File: config.mk
export PLATFORM = sky130hd
export DESIGN_NAME = tic_tac_toe_ctrl
export DESIGN_NICKNAME = d
export VERILOG_FILES = /design/src/rtl/tic_tac_toe_ctrl.sv
export SDC_FILE = /design/constraint.sdc
export NUM_CORES = 1
export LEC_CHECK = 0
export BUFFER_PORTS_ARGS = -buffer_cell sky130_fd_sc_hd__clkbuf_2
export CAP_MARGIN = 10
export CORE_MARGIN = 2
export CORE_UTILIZATION = 53
export CTS_CLUSTER_SIZE = 14
export DETAILED_ROUTE_END_ITERATION = 10
export PLACE_DENSITY_LB_ADDON = 0.1
export SLEW_MARGIN = 20
export SYNTH_ARGS = -nofsm -noshare
export SYNTH_HDL_FRONTEND = slang
export SYNTH_SLANG_ARGS = --single-unit
File: constraint.sdc
create_clock -name clk -period 5.1 [get_ports clk]
set_input_delay 0.255 -clock clk [delete_from_list [all_inputs] [get_ports clk]]
set_output_delay 0.255 -clock clk [all_outputs]
set_load 0.01 [all_outputs]
File: src/rtl/tic_tac_toe_ctrl.sv
// Tic-tac-toe game controller.
//
// Holds the 3x3 board, takes moves from alternating players, rejects illegal
// moves, and after every accepted move spends one cycle checking the board for
// a winning line or a full-board draw.
//
// Ports:
//   clk         single clock, rising edge
//   rst_n       synchronous active-low reset
//   new_game    one-cycle request to clear the board and restart
//   move_valid  move request qualifier
//   move_idx    target cell 1..9, row-major (1 = top-left)
//   move_ready  a move can be accepted this cycle (decode of state only)
//   X1..X9      cell contents as ASCII: "X", "O" or " "
//   turn_o      player to move: 0 = X, 1 = O
//   illegal     one-cycle pulse for a rejected move
//   game_over   game finished, held until a new game
//   winner      00 none, 01 X, 10 O, 11 draw
//   move_count  accepted moves in the current game, 0..9
module tic_tac_toe_ctrl #(
   parameter bit FIRST_O = 1'b0
) (
   input  logic       clk,
   input  logic       rst_n,
   input  logic       new_game,
   input  logic       move_valid,
   input  logic [3:0] move_idx,
   output logic       move_ready,
   output logic [0:7] X1,
   output logic [0:7] X2,
   output logic [0:7] X3,
   output logic [0:7] X4,
   output logic [0:7] X5,
   output logic [0:7] X6,
   output logic [0:7] X7,
   output logic [0:7] X8,
   output logic [0:7] X9,
   output logic       turn_o,
   output logic       illegal,
   output logic       game_over,
   output logic [1:0] winner,
   output logic [3:0] move_count
);

   typedef enum logic [1:0] {
      StPlay,
      StCheck,
      StDone
   } state_e;

   typedef enum logic [1:0] {
      MarkEmpty = 2'b00,
      MarkX     = 2'b01,
      MarkO     = 2'b10
   } mark_e;

   localparam logic [1:0] WinNone = 2'b00;
   localparam logic [1:0] WinX    = 2'b01;
   localparam logic [1:0] WinO    = 2'b10;
   localparam logic [1:0] WinDraw = 2'b11;

   state_e     state_q, state_d;
   mark_e      cell_q [9];
   mark_e      cell_d [9];
   logic       turn_q, turn_d;
   logic       illegal_q, illegal_d;
   logic       game_over_q, game_over_d;
   logic [1:0] winner_q, winner_d;
   logic [3:0] count_q, count_d;

   mark_e mover;
   logic  target_free;
   logic  line_win;

   function automatic logic three(input mark_e a, input mark_e b, input mark_e c,
                                  input mark_e m);
      return (a == m) && (b == m) && (c == m);
   endfunction

   function automatic logic [7:0] to_ascii(input mark_e m);
      unique case (m)
         MarkX:   return 8'h58;
         MarkO:   return 8'h4F;
         default: return 8'h20;
      endcase
   endfunction

   assign mover = turn_q ? MarkO : MarkX;

   // Only the player who just moved can have completed a line.
   always_comb begin
      line_win = three(cell_q[0], cell_q[1], cell_q[2], mover) |
                 three(cell_q[3], cell_q[4], cell_q[5], mover) |
                 three(cell_q[6], cell_q[7], cell_q[8], mover) |
                 three(cell_q[0], cell_q[3], cell_q[6], mover) |
                 three(cell_q[1], cell_q[4], cell_q[7], mover) |
                 three(cell_q[2], cell_q[5], cell_q[8], mover) |
                 three(cell_q[0], cell_q[4], cell_q[8], mover) |
                 three(cell_q[2], cell_q[4], cell_q[6], mover);
   end

   // Out-of-range indices never match a cell, so they read as not free.
   always_comb begin
      target_free = 1'b0;
      for (int i = 0; i < 9; i++) begin
         if (move_idx == 4'(i + 1)) begin
            target_free = (cell_q[i] == MarkEmpty);
         end
      end
   end

   always_comb begin
      state_d     = state_q;
      cell_d      = cell_q;
      turn_d      = turn_q;
      illegal_d   = 1'b0;
      game_over_d = game_over_q;
      winner_d    = winner_q;
      count_d     = count_q;

      if (new_game) begin
         state_d = StPlay;
         for (int i = 0; i < 9; i++) begin
            cell_d[i] = MarkEmpty;
         end
         turn_d      = FIRST_O;
         game_over_d = 1'b0;
         winner_d    = WinNone;
         count_d     = 4'd0;
      end else begin
         unique case (state_q)
            StPlay: begin
               if (move_valid) begin
                  if (target_free) begin
                     for (int i = 0; i < 9; i++) begin
                        if (move_idx == 4'(i + 1)) begin
                           cell_d[i] = mover;
                        end
                     end
                     count_d = (count_q == 4'd9) ? 4'd9 : count_q + 4'd1;
                     state_d = StCheck;
                  end else begin
                     illegal_d = 1'b1;
                  end
               end
            end
            StCheck: begin
               if (line_win) begin
                  winner_d    = turn_q ? WinO : WinX;
                  game_over_d = 1'b1;
                  state_d     = StDone;
               end else if (count_q == 4'd9) begin
                  winner_d    = WinDraw;
                  game_over_d = 1'b1;
                  state_d     = StDone;
               end else begin
                  turn_d  = ~turn_q;
                  state_d = StPlay;
               end
            end
            StDone: begin
               state_d = StDone;
            end
            default: begin
               state_d = StPlay;
            end
         endcase
      end
   end

   always_ff @(posedge clk) begin
      if (!rst_n) begin
         state_q <= StPlay;
         for (int i = 0; i < 9; i++) begin
            cell_q[i] <= MarkEmpty;
         end
         turn_q      <= FIRST_O;
         illegal_q   <= 1'b0;
         game_over_q <= 1'b0;
         winner_q    <= WinNone;
         count_q     <= 4'd0;
      end else begin
         state_q     <= state_d;
         cell_q      <= cell_d;
         turn_q      <= turn_d;
         illegal_q   <= illegal_d;
         game_over_q <= game_over_d;
         winner_q    <= winner_d;
         count_q     <= count_d;
      end
   end

   assign move_ready = (state_q == StPlay);
   assign X1         = to_ascii(cell_q[0]);
   assign X2         = to_ascii(cell_q[1]);
   assign X3         = to_ascii(cell_q[2]);
   assign X4         = to_ascii(cell_q[3]);
   assign X5         = to_ascii(cell_q[4]);
   assign X6         = to_ascii(cell_q[5]);
   assign X7         = to_ascii(cell_q[6]);
   assign X8         = to_ascii(cell_q[7]);
   assign X9         = to_ascii(cell_q[8]);
   assign turn_o     = turn_q;
   assign illegal    = illegal_q;
   assign game_over  = game_over_q;
   assign winner     = winner_q;
   assign move_count = count_q;

endmodule

# After elaboration in Yosys (flattened, before gate mapping)
# Index checks and enable logic that the tools add are counted.
# word_totals
reg_bits	29
input_bits	8
wordCells	142
# classes
add_sub_neg	1
n_eq_ne	41
mux	30
n_bitwise	13
reduce_logical	42
# ops
cell	n
$pmux 7 s2	9
$reduce_and 4->1	9
$eq 2x1->1 const B	10
$eq 2x2->1 const B	10
$logic_not 2->1	10
$eq 2x2->1	9
$eq 4x3->1 const B	4
$logic_and 1x1->1	16
$mux 2	7
$eq 4x4->1 const B	3
$mux 1	12
$eq 4x2->1 const B	2
$or 1x1->1	7
$not 1->1	6
$pmux 2 s3	1
$reduce_and 3->1	2
$add 4x1->4 const B	1
$eq 4x1->1 const B	1
$mux 4	1
$reduce_and 2->1	2
$reduce_or 4->1	1
$ne 2x1->1 const B	1
$ne 2x2->1 const B	1
$reduce_bool 2->1	1
$reduce_or 2->1	1

# Depth between registers and ports, before layout
# logic_depth
ltp_word	13
depth_mapped	9
mapped_depth_nobuf	8

# Worst setup path before layout
# Ideal clock, no wire load.
# synth_path
path_type	register to register
from	register cell_q[12] (netlist name)
to	register count_q[0] (netlist: move_count[0])
setup_ns	0.086
arrival_time_ns	1.821
t_required_ns	5.014
path_slack_ns	3.194
path_stages_with_launch	10
period_less_slack_ns	1.906
cell_sequence	dfxtp_1 -> inv_1 -> ha_1 -> mux2_2 -> a22o_1 -> a21oi_1 -> o32a_2 -> buf_2 -> nor3_1 -> a211oi_1
# synth_between
elab_chain_cells	9
# synth_rtl
item	line	source
from (decl)	63	mark_e cell_q [9];
from (signal, indexed assignment)	175	cell_q[i] <= MarkEmpty;
from (signal assigned)	184	cell_q <= cell_d;
$logic_not 2->1	107	target_free = (cell_q[i] == MarkEmpty);
$mux 1 (7 in series)	106	if (move_idx == 4'(i + 1)) begin
$reduce_and 3->1 (no line)	n/a	
to (signal assigned)	189	count_q <= count_d;
to (decl)	69	logic [3:0] count_q, count_d;
# Every way passes these cells.
# A chain may end at the register's enable or synchronous reset.

# Worst setup path in the final report
# layout_path
from	register cell_q[5] (netlist name)
to	register cell_q[4] (netlist name)
# layout_between
elab_chain_cells	5
# layout_rtl
item	line
$logic_not 2->1	107
$mux 1 (3 in series)	106
$reduce_and 4->1 (no line)	n/a
# Every way passes these cells.

==> run summary <==
worst-path cell chain: inv_1 -> ha_1 -> mux2i_1 -> a221oi_2 -> a21oi_1 -> o32a_2 -> or4_4 -> mux2i_1
root buf cell: clkbuf_8
post-cts gate resize count: 0
final wirelength: 4910 um
GR Overflow Total: 0
Diodes inserted: 0
P&R area growth vs syn: 13.1%
maximum VDD drop: 141 uV
Worst setup EP type: flip-flop
largest net degree at the start of global routing: 23
Final ANT Viol Nets: 0
vias in the first global route: 1672
Routed wire per std cell: 13.0 um
EDFF count, synth: 0
Crit path top cell by count: mux2i_1
met2 usage: 31.4%
hold endpoint: cell_q[0]$_SDFFE_PP0P_
GR peak layer: met2
# DRC: 0
CTS tree: yes
initial antenna violation count: 0
H-tree levels: 2
nets: 362
Mean Syn Cell Area: 8.24 um^2
initial core utilization: 55.8%
Hold Crit Start: move_idx[3]
total power: 521 uW
status: complete, no violations
Hold-fix buffers, CTS: 0
met3 Use GR: 4.94%
critical path class: reg -> reg
Die Height: 69.6 um
data required time of the critical path: 5.25 ns
Warnings, synthesis: 0
setup violators final: 0
CTS buffer count: 5
Worst path slowest cell: or4_4
Mapped Cells: 277
unrepaired setup endpoints after global routing: false
die width: 69.6 um
post-CTS setup buffer count: 0
Reg2Reg Depth: 8
asr flop ratio synth: 0%
routed vias: 1966
Clock Path Buffers: 2
total core area: 4090 um^2
register area share after synthesis: 25.4%
Unique masters post-synth: 41
Reg2Reg Setup Slack: 2.85 ns
Syn Std Cell Area: 2280 um^2
GPL Wtd Cong: 0.798
Slew Limit Headroom: 59.8%
# placed instances: 370
Lkg Pwr: 1.17 nW
Final Non-Filler Cells: 378
fin crit share: 44.0%
HPWL Detailed: 3670 um
WHS: 0.421 ns
Worst EP arrival: 2.39 ns
RR Startpoint: cell_q[5]$_SDFFE_PP0P_
First-pass DRT Iterations: 4
GRT Util Overall: 19.7%
grt met1 use: 25.8%
Rows: 23
fin crit period: 2.25 ns
DRT iter0 DRCs: 106
Clock Skew: 0.00862 ns
Critical path buffers and inverters: 1
max_cap viols: 0
worst-path maximum fanout: 16
Power per Cell Area: 202 nW/um^2
Least-Margin Pin Slew: 0.602 ns
capturing point of the worst reg2reg path: cell_q[4]$_SDFFE_PP0P_
first-pass GRT wire length: 7710 um
IO buf count: 80
hold crit path type: in -> reg
CP peak stage delay: 0.57 ns
clock-pin slew on the worst setup and hold paths: 0.07 ns
startpoint types: flip-flop
CP delay by family, top: compound AO/OA/AOI/OAI gates
clock tree sinks: 29
Setup Total Neg Slack: 0 ns
Synth Flop Type: dfxtp_1
Max Slew Vio Count: 0
IO Count: 90
#FFs+latches synth: 29
layout cells sized above 1: 29.6%
fin util: 63.2%
DR vias/cell: 5.20
Fin. Hold Viols: 0
Achievable Freq: 0.445 GHz
hold path depth: 4
die area: 4850 um^2
clk_lat worst skew: 0.29 ns
-- worst max path at each step --
stage | from | cells past startpoint | slack (ns) | end
after CTS | cell_q[4]$_SDFFE_PP0P_ | 8 | 2.88 | cell_q[4]$_SDFFE_PP0P_
after global routing | cell_q[12]$_SDFFE_PP0P_ | 8 | 2.74 | cell_q[5]$_SDFFE_PP0P_
after floorplan | cell_q[12]$_SDFFE_PP0P_ | 9 | 3.19 | move_count[0]$_SDFFE_PP0P_
after detailed placement | cell_q[4]$_SDFFE_PP0P_ | 8 | 2.94 | cell_q[4]$_SDFFE_PP0P_
after global placement | cell_q[4]$_SDFFE_PP0P_ | 8 | 2.95 | cell_q[4]$_SDFFE_PP0P_
final | cell_q[5]$_SDFFE_PP0P_ | 8 | 2.85 | cell_q[4]$_SDFFE_PP0P_
-- logic make-up (layout without fill, tap and decap cells) --
group	count (synthesis)	count (layout)	share of synthesized area, %
AND/OR/NAND/NOR	84	84	20.7
buffers and inverters	79	122	19.4
flip-flops	29	29	25.4
AO/OA/AOI/OAI	38	38	11.1
multiplexers	19	19	8.39
other	1	9	0.164
adder cells (fa/ha/maj)	27	27	14.8
-- metrics by stage --
stage	worst slack [ns]	instance area, um^2
3_3_place_gp	2.95	2460
4_1_cts	2.88	2580
5_1_grt	2.74	2580
3_5_place_dp	2.94	2460
6_report	2.85	2580
2_1_floorplan	3.19	2310
-- where the power goes --
group | total (mW) | internal, mW | switching, mW
clock | 0.248 | 0.159 | 0.0893
sequential | 0.229 | 0.228 | 0.00150
combinational | 0.0433 | 0.0139 | 0.0295
-- cell type report --
class	instances	area (um^2)
fillers	374	1510
multi-input cells	177	1290
flip-flops and latches	29	581
repair buffers	81	408
inverters	33	124
clock buffers	7	86.3
well taps	50	62.6
clock inverters	1	30.0
-- layer usage --
metal	vias up	share of wire [%]
met5	-	0
met4	0	1.9
met3	10	7.3
met2	90	44
met1	876	47
li1	990	-
-- worst register-to-register path, cell delays in order (launching register included) --
cell,delay [ns]
dfxtp_1,0.36
inv_1,0.11
ha_1,0.16
mux2i_1,0.12
a221oi_2,0.23
a21oi_1,0.09
o32a_2,0.32
or4_4,0.58
mux2i_1,0.13
-- state kept, by name (all words and copies together) (netlist names) --
name / flops
cell_q: 18
game_over: 1
illegal: 1
move_count: 4
state_q: 2
turn_o: 1
winner: 2
-- layout by cell type, fill, tap and decap left out, drive strengths merged, types with 2 or more instances in the layout --
master,n
nand4b,3
nand2,24
a2bb2oi,2
o32ai,2
o311ai,2
nor3,9
nor2,9
o31ai,2
and3,3
dfxtp,29
nand2b,11
nand3,3
o21ai,7
or4,4
nand3b,3
clkbuf,87
ha,27
or3b,3
a21oi,9
o22ai,9
or3,3
conb,9
mux2i,18
nor2b,4
nand4,2
inv,33
-- synth_stat cells, types with 4 or more instances --
library cell / count / area, um^2
nor3_1: 9 / 45.0
clkbuf_1: 4 / 15.0
inv_1: 33 / 124
o22ai_1: 9 / 56.3
buf_4: 36 / 270
mux2i_1: 18 / 180
o21ai_0: 7 / 35.0
nor2_1: 9 / 33.8
nand2b_1: 11 / 68.8
ha_1: 27 / 338
nand2_1: 24 / 90.1
a21oi_1: 9 / 45.0
dfxtp_1: 29 / 581
Power figures use the tool's default switching activity.
